**config.mk**
```make
export PLATFORM = sky130hd
export DESIGN_NAME = alu_add_seq
export DESIGN_NICKNAME = d
export VERILOG_FILES = /design/src/rtl/alu_pkg.sv /design/src/rtl/alu_add_seq_add_chunk.sv /design/src/rtl/alu_add_seq.sv
export SDC_FILE = /design/constraint.sdc
export NUM_CORES = 1
export LEC_CHECK = 0
export ABC_AREA = 1
export BUFFER_PORTS_ARGS = -buffer_cell sky130_fd_sc_hd__buf_2
export CAP_MARGIN = 10
export CELL_PAD_IN_SITES_DETAIL_PLACEMENT = 1
export CELL_PAD_IN_SITES_GLOBAL_PLACEMENT = 2
export CORE_ASPECT_RATIO = 0.7
export CORE_MARGIN = 10
export CORE_UTILIZATION = 30
export CTS_CLUSTER_DIAMETER = 100
export DETAILED_ROUTE_END_ITERATION = 16
export HOLD_SLACK_MARGIN = 0.15
export PLACE_DENSITY_LB_ADDON = 0.1
export SLEW_MARGIN = 20
export SYNTH_ARGS = -nofsm -noshare
export SYNTH_HDL_FRONTEND = slang
export SYNTH_SLANG_ARGS = --single-unit
```
**constraint.sdc**
```tcl
create_clock -name clk -period 3.8 [get_ports clk]
set_input_delay 0.38 -clock clk [delete_from_list [all_inputs] [get_ports clk]]
set_output_delay 0.38 -clock clk [all_outputs]
set_load 0.01 [all_outputs]
```
**src/rtl/alu_pkg.sv**
```systemverilog
// Shared types and default sizing for the chunked sequential adder/subtractor.
package alu_pkg;

  localparam int unsigned DEF_WIDTH = 32;
  localparam int unsigned DEF_CHUNK = 8;

  typedef enum logic [1:0] {
    IDLE,
    CALC,
    DONE
  } state_e;

endpackage

```
**src/rtl/alu_add_seq_add_chunk.sv**
```systemverilog
// Combinational CHUNK-bit adder slice; also reports the carry into its MSB
// so the top level can derive signed overflow on the final slice.
module add_chunk #(
  parameter int unsigned CHUNK = 8
) (
  input  logic [CHUNK-1:0] a,
  input  logic [CHUNK-1:0] b,
  input  logic             cin,
  output logic [CHUNK-1:0] s,
  output logic             cout,
  output logic             cmsb
);

  logic [CHUNK:0] full;

  assign full = {1'b0, a} + {1'b0, b} + {{CHUNK{1'b0}}, cin};
  assign s    = full[CHUNK-1:0];
  assign cout = full[CHUNK];
  // The MSB sum bit is a^b^carry_in, so the carry in falls out by XOR.
  assign cmsb = full[CHUNK-1] ^ a[CHUNK-1] ^ b[CHUNK-1];

endmodule

```
**src/rtl/alu_add_seq.sv**
```systemverilog
// Sequential WIDTH-bit add/subtract, CHUNK bits per cycle, with valid/ready
// handshakes on both sides and carry/overflow/zero flags.
module alu_add_seq
  import alu_pkg::*;
#(
  parameter int unsigned WIDTH = DEF_WIDTH,
  parameter int unsigned CHUNK = DEF_CHUNK
) (
  input  logic             clk,
  input  logic             rst,
  input  logic             in_valid,
  output logic             in_ready,
  input  logic             sub,
  input  logic [WIDTH-1:0] in1,
  input  logic [WIDTH-1:0] in2,
  output logic             out_valid,
  input  logic             out_ready,
  output logic [WIDTH-1:0] sum,
  output logic             carry,
  output logic             overflow,
  output logic             zero
);

  localparam int unsigned N    = (CHUNK == 0) ? 1 : WIDTH / CHUNK;
  localparam int unsigned IDXW = (N > 1) ? $clog2(N) : 1;
  localparam logic [IDXW-1:0] LAST = IDXW'(N - 1);

  if (CHUNK == 0 || (WIDTH % CHUNK) != 0) begin : g_bad_params
    $error("alu_add_seq: WIDTH must be a non-zero multiple of CHUNK");
  end

  state_e                      state_q, state_d;
  logic [N-1:0][CHUNK-1:0]     a_q, a_d, b_q, b_d, sum_q, sum_d;
  logic [IDXW-1:0]             idx_q, idx_d;
  logic                        cy_q, cy_d;
  logic                        carry_q, carry_d, ovf_q, ovf_d, zero_q, zero_d;
  logic [CHUNK-1:0]            s_ch;
  logic                        c_out, c_msb;

  add_chunk #(.CHUNK(CHUNK)) u_add_chunk (
    .a    (a_q[idx_q]),
    .b    (b_q[idx_q]),
    .cin  (cy_q),
    .s    (s_ch),
    .cout (c_out),
    .cmsb (c_msb)
  );

  always_comb begin
    state_d = state_q;
    a_d     = a_q;
    b_d     = b_q;
    idx_d   = idx_q;
    cy_d    = cy_q;
    sum_d   = sum_q;
    carry_d = carry_q;
    ovf_d   = ovf_q;
    zero_d  = zero_q;
    unique case (state_q)
      IDLE: begin
        if (in_valid) begin
          // Subtraction as in1 + ~in2 + 1: the +1 enters as the initial carry.
          a_d     = in1;
          b_d     = sub ? ~in2 : in2;
          cy_d    = sub;
          idx_d   = '0;
          state_d = CALC;
        end
      end
      CALC: begin
        sum_d[idx_q] = s_ch;
        cy_d         = c_out;
        idx_d        = idx_q + 1'b1;
        if (idx_q == LAST) begin
          carry_d = c_out;
          ovf_d   = c_out ^ c_msb;
          zero_d  = (sum_d == '0);
          state_d = DONE;
        end
      end
      DONE: begin
        if (out_ready) state_d = IDLE;
      end
      default: state_d = IDLE;
    endcase
  end

  always_ff @(posedge clk) begin
    if (rst) begin
      state_q <= IDLE;
      a_q     <= '0;
      b_q     <= '0;
      idx_q   <= '0;
      cy_q    <= 1'b0;
      sum_q   <= '0;
      carry_q <= 1'b0;
      ovf_q   <= 1'b0;
      zero_q  <= 1'b0;
    end else begin
      state_q <= state_d;
      a_q     <= a_d;
      b_q     <= b_d;
      idx_q   <= idx_d;
      cy_q    <= cy_d;
      sum_q   <= sum_d;
      carry_q <= carry_d;
      ovf_q   <= ovf_d;
      zero_q  <= zero_d;
    end
  end

  assign in_ready  = (state_q == IDLE);
  assign out_valid = (state_q == DONE);
  assign sum       = sum_q;
  assign carry     = carry_q;
  assign overflow  = ovf_q;
  assign zero      = zero_q;

endmodule

```
==> results.md, run 1 <==
* Synth Area in XOR/XNOR at between 5 and 6%
* Post-synthesis net count at 826
* Slew HR at 31.35%
* FMAX at 0.3007 GHz
* Register area share after synthesis at 39.41%
* Synth Instances at between 700 and 800
* H-tree depth at 3
* Hold/Removal Path Class: in2reg
* CTS tree: built
* Clock Sinks at about 100
* Pwr per Cell Area at 490.0 nW/um2
* # port buffers at 105
* Reg clk slew, reported paths at 80 ps
* Syn avg cell area at just over 7 um2
* Layout Nets at around 910
* Tcrit/Tclk final at 87.52%
* Sequential Power Share at a little over 40%
* Clk pwr share at 34.2%
* Worst setup EP type: flip-flop
* Psw at 1.041 mW
* Clock Path Buffers at 2
* RSZ-0062 raised after global routing: false
* Final hold viol count at 0
* Yosys warns at 0
* Fraction of registers with async set/reset at 0%
* Critical path data required time at 4090 ps
* First-pass GRT wire length at 28.77 mm
* Synth Area in Adders at under 10%
* Worst Setup Start Kind: flip-flop
* Die X at roughly 180 um
* Via count at 5058
* Final Max Slew Viols at 0
* Row count at 40
* Vias in the first global route at 5233
* Post-synth EDFFs at 0
* Cts bufs inserted at 9
* Pint at 2.057 mW
* Crit Path Max Fanout at 12
* Area Growth Syn to Fin at 19.71%
* Data arrival time of the critical path at 3620 ps
* DR vias/cell at 4.772
* FF+latch count, synth at 104
* Simple-gate share of the synthesized area at 24.06%
* # setup viols final at 0
* Compound-Gate Fraction of Synth Area at 19.49%
* Core ar. at 17220 um2
* Status: finished, final reports clean
* Die height at approximately 130 um
* Measured slew at the worst slew-check pin at about 1000 ps
* Combinational fraction of design power at 25.4%
* Setup TNS at 0 ps
* Mux cell area share after synthesis at 0.1895%
* DRT Pass-1 Iters at 4
* Clk Tree Root Cell: clkbuf_16
* Setup CP Type: reg2reg
* Pin count of the biggest net entering global routing at 62
* Total Power at 3.098 mW
* Post-DRT Antenna Nets at 0
* Share of cells above drive strength 1 at 19.42%
* Count of cell types in the netlist at 30
* GPL Wtd Cong at 0.7767
* GRT Resource Usage Total at 15.55%
* Initial antenna violation count at 0
* Post-Synthesis Cell Area at 5283 um2
* IO Pins at 106
* Clk_lat worst skew at between 300 and 400 ps
* Die area at between 20000 and 25000 um2
* Residual DRC at 0
* Max Cap Viol at 0
* Min cycle time layout at 3326 ps
* Routed wire length at 17.77 mm
* Hold depth at 3
* 1st-iter DRT viols at 265
* Ys flop type: dfxtp_1
* Worst reg2reg path depth at 17
* Lkg Pwr at 2.983 nW
* Number of antenna diodes at 0
* Initial Util at 30.68%
* Main combinational cell family by area after synthesis: simple AND/OR/NAND/NOR gates
* Gr ovfl total at 0
* DPL Wire Length at around 14 mm
* Worst Skew at just over 8 ps
* Min Hold Slack at 270.1 ps
* WL/cell at 16.76 um
* Switching part of the total at 33.60%
* Peak VDD IR at roughly 0.27 mV
==> cells in the mapped netlist (all sizes together) (16+ instances only) <==
library cell	count	share of area, %
clkbuf	29	2.1
a21oi	28	2.9
nand2	125	9.4
buf	16	1.4
a211oi	28	4.0
nand3	23	2.5
xnor2	29	4.8
inv	62	4.4
o21ai	87	8.2
o211ai	16	2.3
dfxtp	104	39
nor2	150	11
==> critical path, cell delays in order, from the launching register on <==
cell,delay (ps)
dfxtp_1,550
inv_2,190
a32o_1,320
fa_1,410
fa_1,430
inv_1,90
nand3_1,110
nand2_1,140
nand2_2,80
nand2_2,60
nand2_2,80
nand2_1,170
nand2_1,70
o21bai_1,140
nand2_1,70
nor2_1,150
nand2_1,90
a21oi_2,110
==> power by group through the flow <==
stage               clock (mW)  combinational [mW]  sequential (mW)
floorplan                    0               0.543             1.26
global placement             0               0.785             1.27
detailed placement           0               0.800             1.28
CTS                       1.09               0.804             1.25
global route              1.13               0.907             1.26
finish                    1.06               0.788             1.25
==> layer usage <==
layer | global-route usage, % | share of wire [%] | wire length, um | up-vias
met4 | 3.102 | 0.88 | 157 | 0
met5 | 0 | 0 | 0 | -
met3 | 4.157 | 6.6 | 1173 | 10
li1 | - | - | - | 2587
met1 | 22.02 | 52 | 9204 | 2363
met2 | 23.14 | 41 | 7234 | 98
==> path summary, 6_finish.rpt <==
kind	endpoint	slack, ps	start
setup / recovery	zero$_SDFFE_PP0P_	470	idx_q[1]$_SDFFE_PP0P_
hold / removal	a_q[24]$_SDFFE_PP0P_	270	in1[24]
setup reg to reg	zero$_SDFFE_PP0P_	470	idx_q[1]$_SDFFE_PP0P_
hold reg to reg	b_q[24]$_SDFFE_PP0P_	480	b_q[24]$_SDFFE_PP0P_
==> state kept, by name, summed over array words and instances, names as in the netlist <==
name / cells
idx_q: 2
overflow: 1
sum: 32
b_q: 32
a_q: 32
cy_q: 1
zero: 1
state_q: 2
carry: 1
==> per-stage QoR <==
step	cell area (um2)	instances	utilization [%]	setup WS (ps)
final	6324	1060	36.73	474.2
after CTS	6322	1060	36.72	344.7
after floorplan	5283	744	-	791.0
after global routing	6324	1060	36.73	119.3
after detailed placement	5983	1044	34.75	373.7
after global placement	5983	1044	34.75	479.4
==> cell usage in the layout, fill, tap and decap left out <==
master / Yosys / routed
nor2_1: 149 / 149
nand2_1: 115 / 115
buf_2: 10 / 105
dfxtp_1: 104 / 103
o21ai_0: 83 / 83
inv_1: 59 / 59
xnor2_1: 29 / 29
a211oi_1: 28 / 28
a21oi_1: 25 / 25
nand3_1: 20 / 20
o211ai_1: 16 / 16
ha_1: 11 / 11
o22ai_1: 10 / 10
nand2_2: 10 / 10
or2_2: 10 / 10
clkbuf_16: 0 / 9
buf_4: 0 / 9
xor2_1: 5 / 5
o21ai_1: 4 / 4
inv_2: 3 / 3
nand3_2: 3 / 3
a21oi_2: 3 / 3
o21bai_1: 3 / 3
a32oi_1: 2 / 2
fa_1: 2 / 2
inv_6: 0 / 2
bufinv_16: 0 / 2
a32o_1: 1 / 1
nand3b_1: 1 / 1
nor2_4: 1 / 1
mux2i_1: 1 / 1
nand4_1: 1 / 1
clkinv_4: 0 / 1
inv_8: 0 / 1
clkinv_8: 0 / 1
dfxtp_2: 0 / 1
==> layout make-up <==
cell class | count | area [um2]
sequential | 104 | 2083
inverter | 62 | 232.7
clock inverter | 7 | 113.9
multi-input combinational | 533 | 2786
clock buffer | 9 | 225.2
timing repair buffer | 114 | 593.1
tap | 231 | 289.0
fill | 2188 | 10890
==> timing repair <==
action / CTS / global route
resized for setup: 0 / 1
setup buffers: 0 / 0
hold buffers: 0 / 0
setup endpoints to repair: 0 / 1
==> logic make-up (layout without fill, tap and decap cells) <==
group	Yosys count	count (layout)
fa+ha+maj	13	13
simple gates	310	310
buf+inv	107	192
flops	104	104
xor+xnor	34	34
mux	1	1
compound gates	175	175
No activity file was read; power rests on OpenSTA's default activity.
==> inputs of run 2 (changes only) <==
--- a/config.mk
+++ b/config.mk
@@ -6,6 +6,7 @@
 export NUM_CORES = 1
 export LEC_CHECK = 0
 export ABC_AREA = 1
+export ABC_CLOCK_PERIOD_IN_PS = 3600
 export BUFFER_PORTS_ARGS = -buffer_cell sky130_fd_sc_hd__buf_2
 export CAP_MARGIN = 10
 export CELL_PAD_IN_SITES_DETAIL_PLACEMENT = 1
==> constraint.sdc (replaced) <==
create_clock -name clk -period 3.6 [get_ports clk]
set_input_delay 0.36 -clock clk [delete_from_list [all_inputs] [get_ports clk]]
set_output_delay 0.36 -clock clk [all_outputs]
set_load 0.01 [all_outputs]
==> run 2 against run 1 <==
  * Cell area barely moved
  * Sequential share of layout area hardly changed
  * Combinational power rose by 6.1%
  * Non-clock buffer count grew 1
  * Critical path depth decreased by 1
  * Maximum frequency increased by 5.4%
  * Via count up 0.24%
  * Clock skew about the same
  * Register-to-register slack worse by 30 ps
  * Setup slack worse by 30 ps
  * Clock-buffer cell count is 1 higher
  * Critical endpoint unchanged
==> results.md, run 2 (synthesized netlist as in run 1, its figures left out) <==
* Setup CP Type: reg2reg
* Sequential Power Share at 40.8% (+0.4 points)
* # setup viols final at 0 (unchanged)
* FMAX at 0.3169 GHz (+5.4%)
* Worst Setup Start Kind: flip-flop
* Layout Nets at 907 (+0.11%)
* Die X at 178.6 um (unchanged)
* DRT Pass-1 Iters at 4 (unchanged)
* Cts bufs inserted at 9 (unchanged)
* Pin count of the biggest net entering global routing at 57 (-8.1%)
* Core ar. at 17220 um2 (unchanged)
* Measured slew at the worst slew-check pin at 951.8 ps (-77.92 ps)
* Initial Util at 30.68% (unchanged)
* Crit Path Max Fanout at 10 (-2)
* Final Max Slew Viols at 0 (unchanged)
* Clock Path Buffers at 2 (unchanged)
* Psw at 1.101 mW (+5.7%)
* DR vias/cell at 4.779 (+0.14%)
* Die height at 131.0 um (unchanged)
* Die area at 23400 um2 (unchanged)
* Routed wire length at 17.73 mm (-0.23%)
* Row count at 40 (unchanged)
* DPL Wire Length at 13.79 mm (+0.63%)
* Critical path data required time at 3900 ps (-190 ps)
* Via count at 5070 (+0.24%)
* Gr ovfl total at 0 (unchanged)
* Clk Tree Root Cell: clkbuf_16
* R2r startpoint: idx_q[1]$_SDFFE_PP0P_
* Max Cap Viol at 0 (unchanged)
* RSZ-0062 raised after global routing: false
* Peak VDD IR at 0.2334 mV (-13%)
* Clock Sinks at 104 (unchanged)
* Clk pwr share at 33.3% (-0.9 points)
* IO Pins at 106 (unchanged)
* Combinational fraction of design power at 25.9% (+0.5 points)
* GPL Wtd Cong at 0.8157 (+5.0%)
* 1st-iter DRT viols at 253 (-4.5%)
* CTS tree: built
* Reg clk slew, reported paths at 80 ps (about the same)
* First-pass GRT wire length at 28.61 mm (-0.58%)
* Post-DRT Antenna Nets at 0 (unchanged)
* Number of antenna diodes at 0 (unchanged)
* Clk_lat worst skew at 360 ps (about the same)
* Lkg Pwr at 2.981 nW (about the same)
* Min cycle time layout at 3155 ps (-170.4 ps)
* Final WS setup at 444.7 ps (-29.55 ps)
* Share of cells above drive strength 1 at 19.76% (+0.34 points)
* H-tree depth at 3 (unchanged)
* Pwr per Cell Area at 509.9 nW/um2 (+4.1%)
* Initial antenna violation count at 0 (unchanged)
* Area Growth Syn to Fin at 19.75% (about the same)
* Data arrival time of the critical path at 3450 ps (-170 ps)
* # port buffers at 105 (unchanged)
* Hold_sp: in1[9]
* Pint at 2.125 mW (+3.3%)
* CP Launch Point: idx_q[1]$_SDFFE_PP0P_
* WL/cell at 16.71 um (-0.32%)
* Status: finished, final reports clean
* Worst setup EP type: flip-flop
* Vias in the first global route at 5413 (+3.4%)
* Final hold viol count at 0 (unchanged)
* Worst Skew at 8.115 ps (-0.09523 ps)
* Setup Fix Bufs, Post-CTS at 0 (unchanged)
* Switching part of the total at 34.12% (+0.52 points)
* Dpl ws at 301.3 ps (-72.39 ps)
* Tcrit/Tclk final at 87.65% (+0.13 points)
* Setup TNS at 0 ps (unchanged)
* Residual DRC at 0 (unchanged)
* Slew HR at 36.54% (+5.2 points)
* Hold/Removal Path Class: in2reg
* Commonest non-fill, non-tap cell in the layout: nor2_1
* GRT Resource Usage Total at 15.54% (about the same)
* Most frequent cells in the layout: 149 x nor2_1, 115 x nand2_1, 105 x buf_2, 103 x dfxtp_1, 83 x o21ai_0
-- run 2: cell types whose count changed in the layout (fill, tap and decap cells not counted) --
cell / change
clkbuf_8: +1
buf_4: +1
dfxtp_4: +1
bufinv_16: -1
dfxtp_2: -1
clkinvlp_4: +1
fa_2: +1
inv_8: +1
inv_6: -1
inv_1: -1
fa_1: -1
-- run 2: cell type report --
cell class              instances  area [um2]
flip-flops and latches        104        2086
clock buffers                  10       239.0
inverters                      62       236.5
fillers                      2159       10890
repair buffers                115       600.6
multi-input cells             533        2789
well taps                     231       289.0
clock inverters                 6       86.33
-- run 2: worst max-delay path, stage by stage, from the launching register on --
cell and delay [ps]:
dfxtp_1 490, inv_2 150, a32o_1 310, fa_1 430, fa_2 620, nand2_1 60, o21ai_0 120, nand2_1 90
nor2_1 120, nand2_1 80, nor2_1 100, nand3_1 80, nor2_1 120, nand3_1 90, nor2_1 90, nand2_1 60
a21oi_2 100
-- run 2: per-layer routing --
layer,wire (um),GRT usage (%)
met1,9397,21.55
met2,7317,23.82
met3,825,3.584
met4,189,3.781
met5,0,0
-- run 2: timing repair --
item / CTS / global route
resized for setup: 0 / 4
hold buffers: 0 / 0
endpoints found under the setup margin: 0 / 1
-- run 2: worst paths after layout --
kind / end / slack (ps) / cells after the start
max: zero$_SDFFE_PP0P_ / 440 / 16
min: a_q[9]$_SDFFE_PP0P_ / 240 / 3
max reg2reg: zero$_SDFFE_PP0P_ / 440 / 16
min reg2reg: b_q[24]$_SDFFE_PP0P_ / 490 / 2
-- run 2: stage by stage --
step	hold WS, ps	power (mW)	area [um2]	std cells	util, %
final	242.0	3.226	6326	1061	36.74
after global routing	250.5	3.434	6326	1061	36.74
after CTS	235.2	3.270	6316	1061	36.69
after detailed placement	478.4	2.186	5991	1045	34.80
after global placement	474.5	2.161	5991	1045	34.80
after floorplan	424.4	1.899	5283	744	-
-- run 2: power groups by stage --
stage	Combinational [mW]	Sequential (mW)	Clock, mW
6_report	0.836	1.32	1.07
5_1_grt	0.957	1.33	1.15
4_1_cts	0.846	1.32	1.11
3_5_place_dp	0.842	1.34	0
3_3_place_gp	0.818	1.34	0
2_1_floorplan	0.573	1.33	0
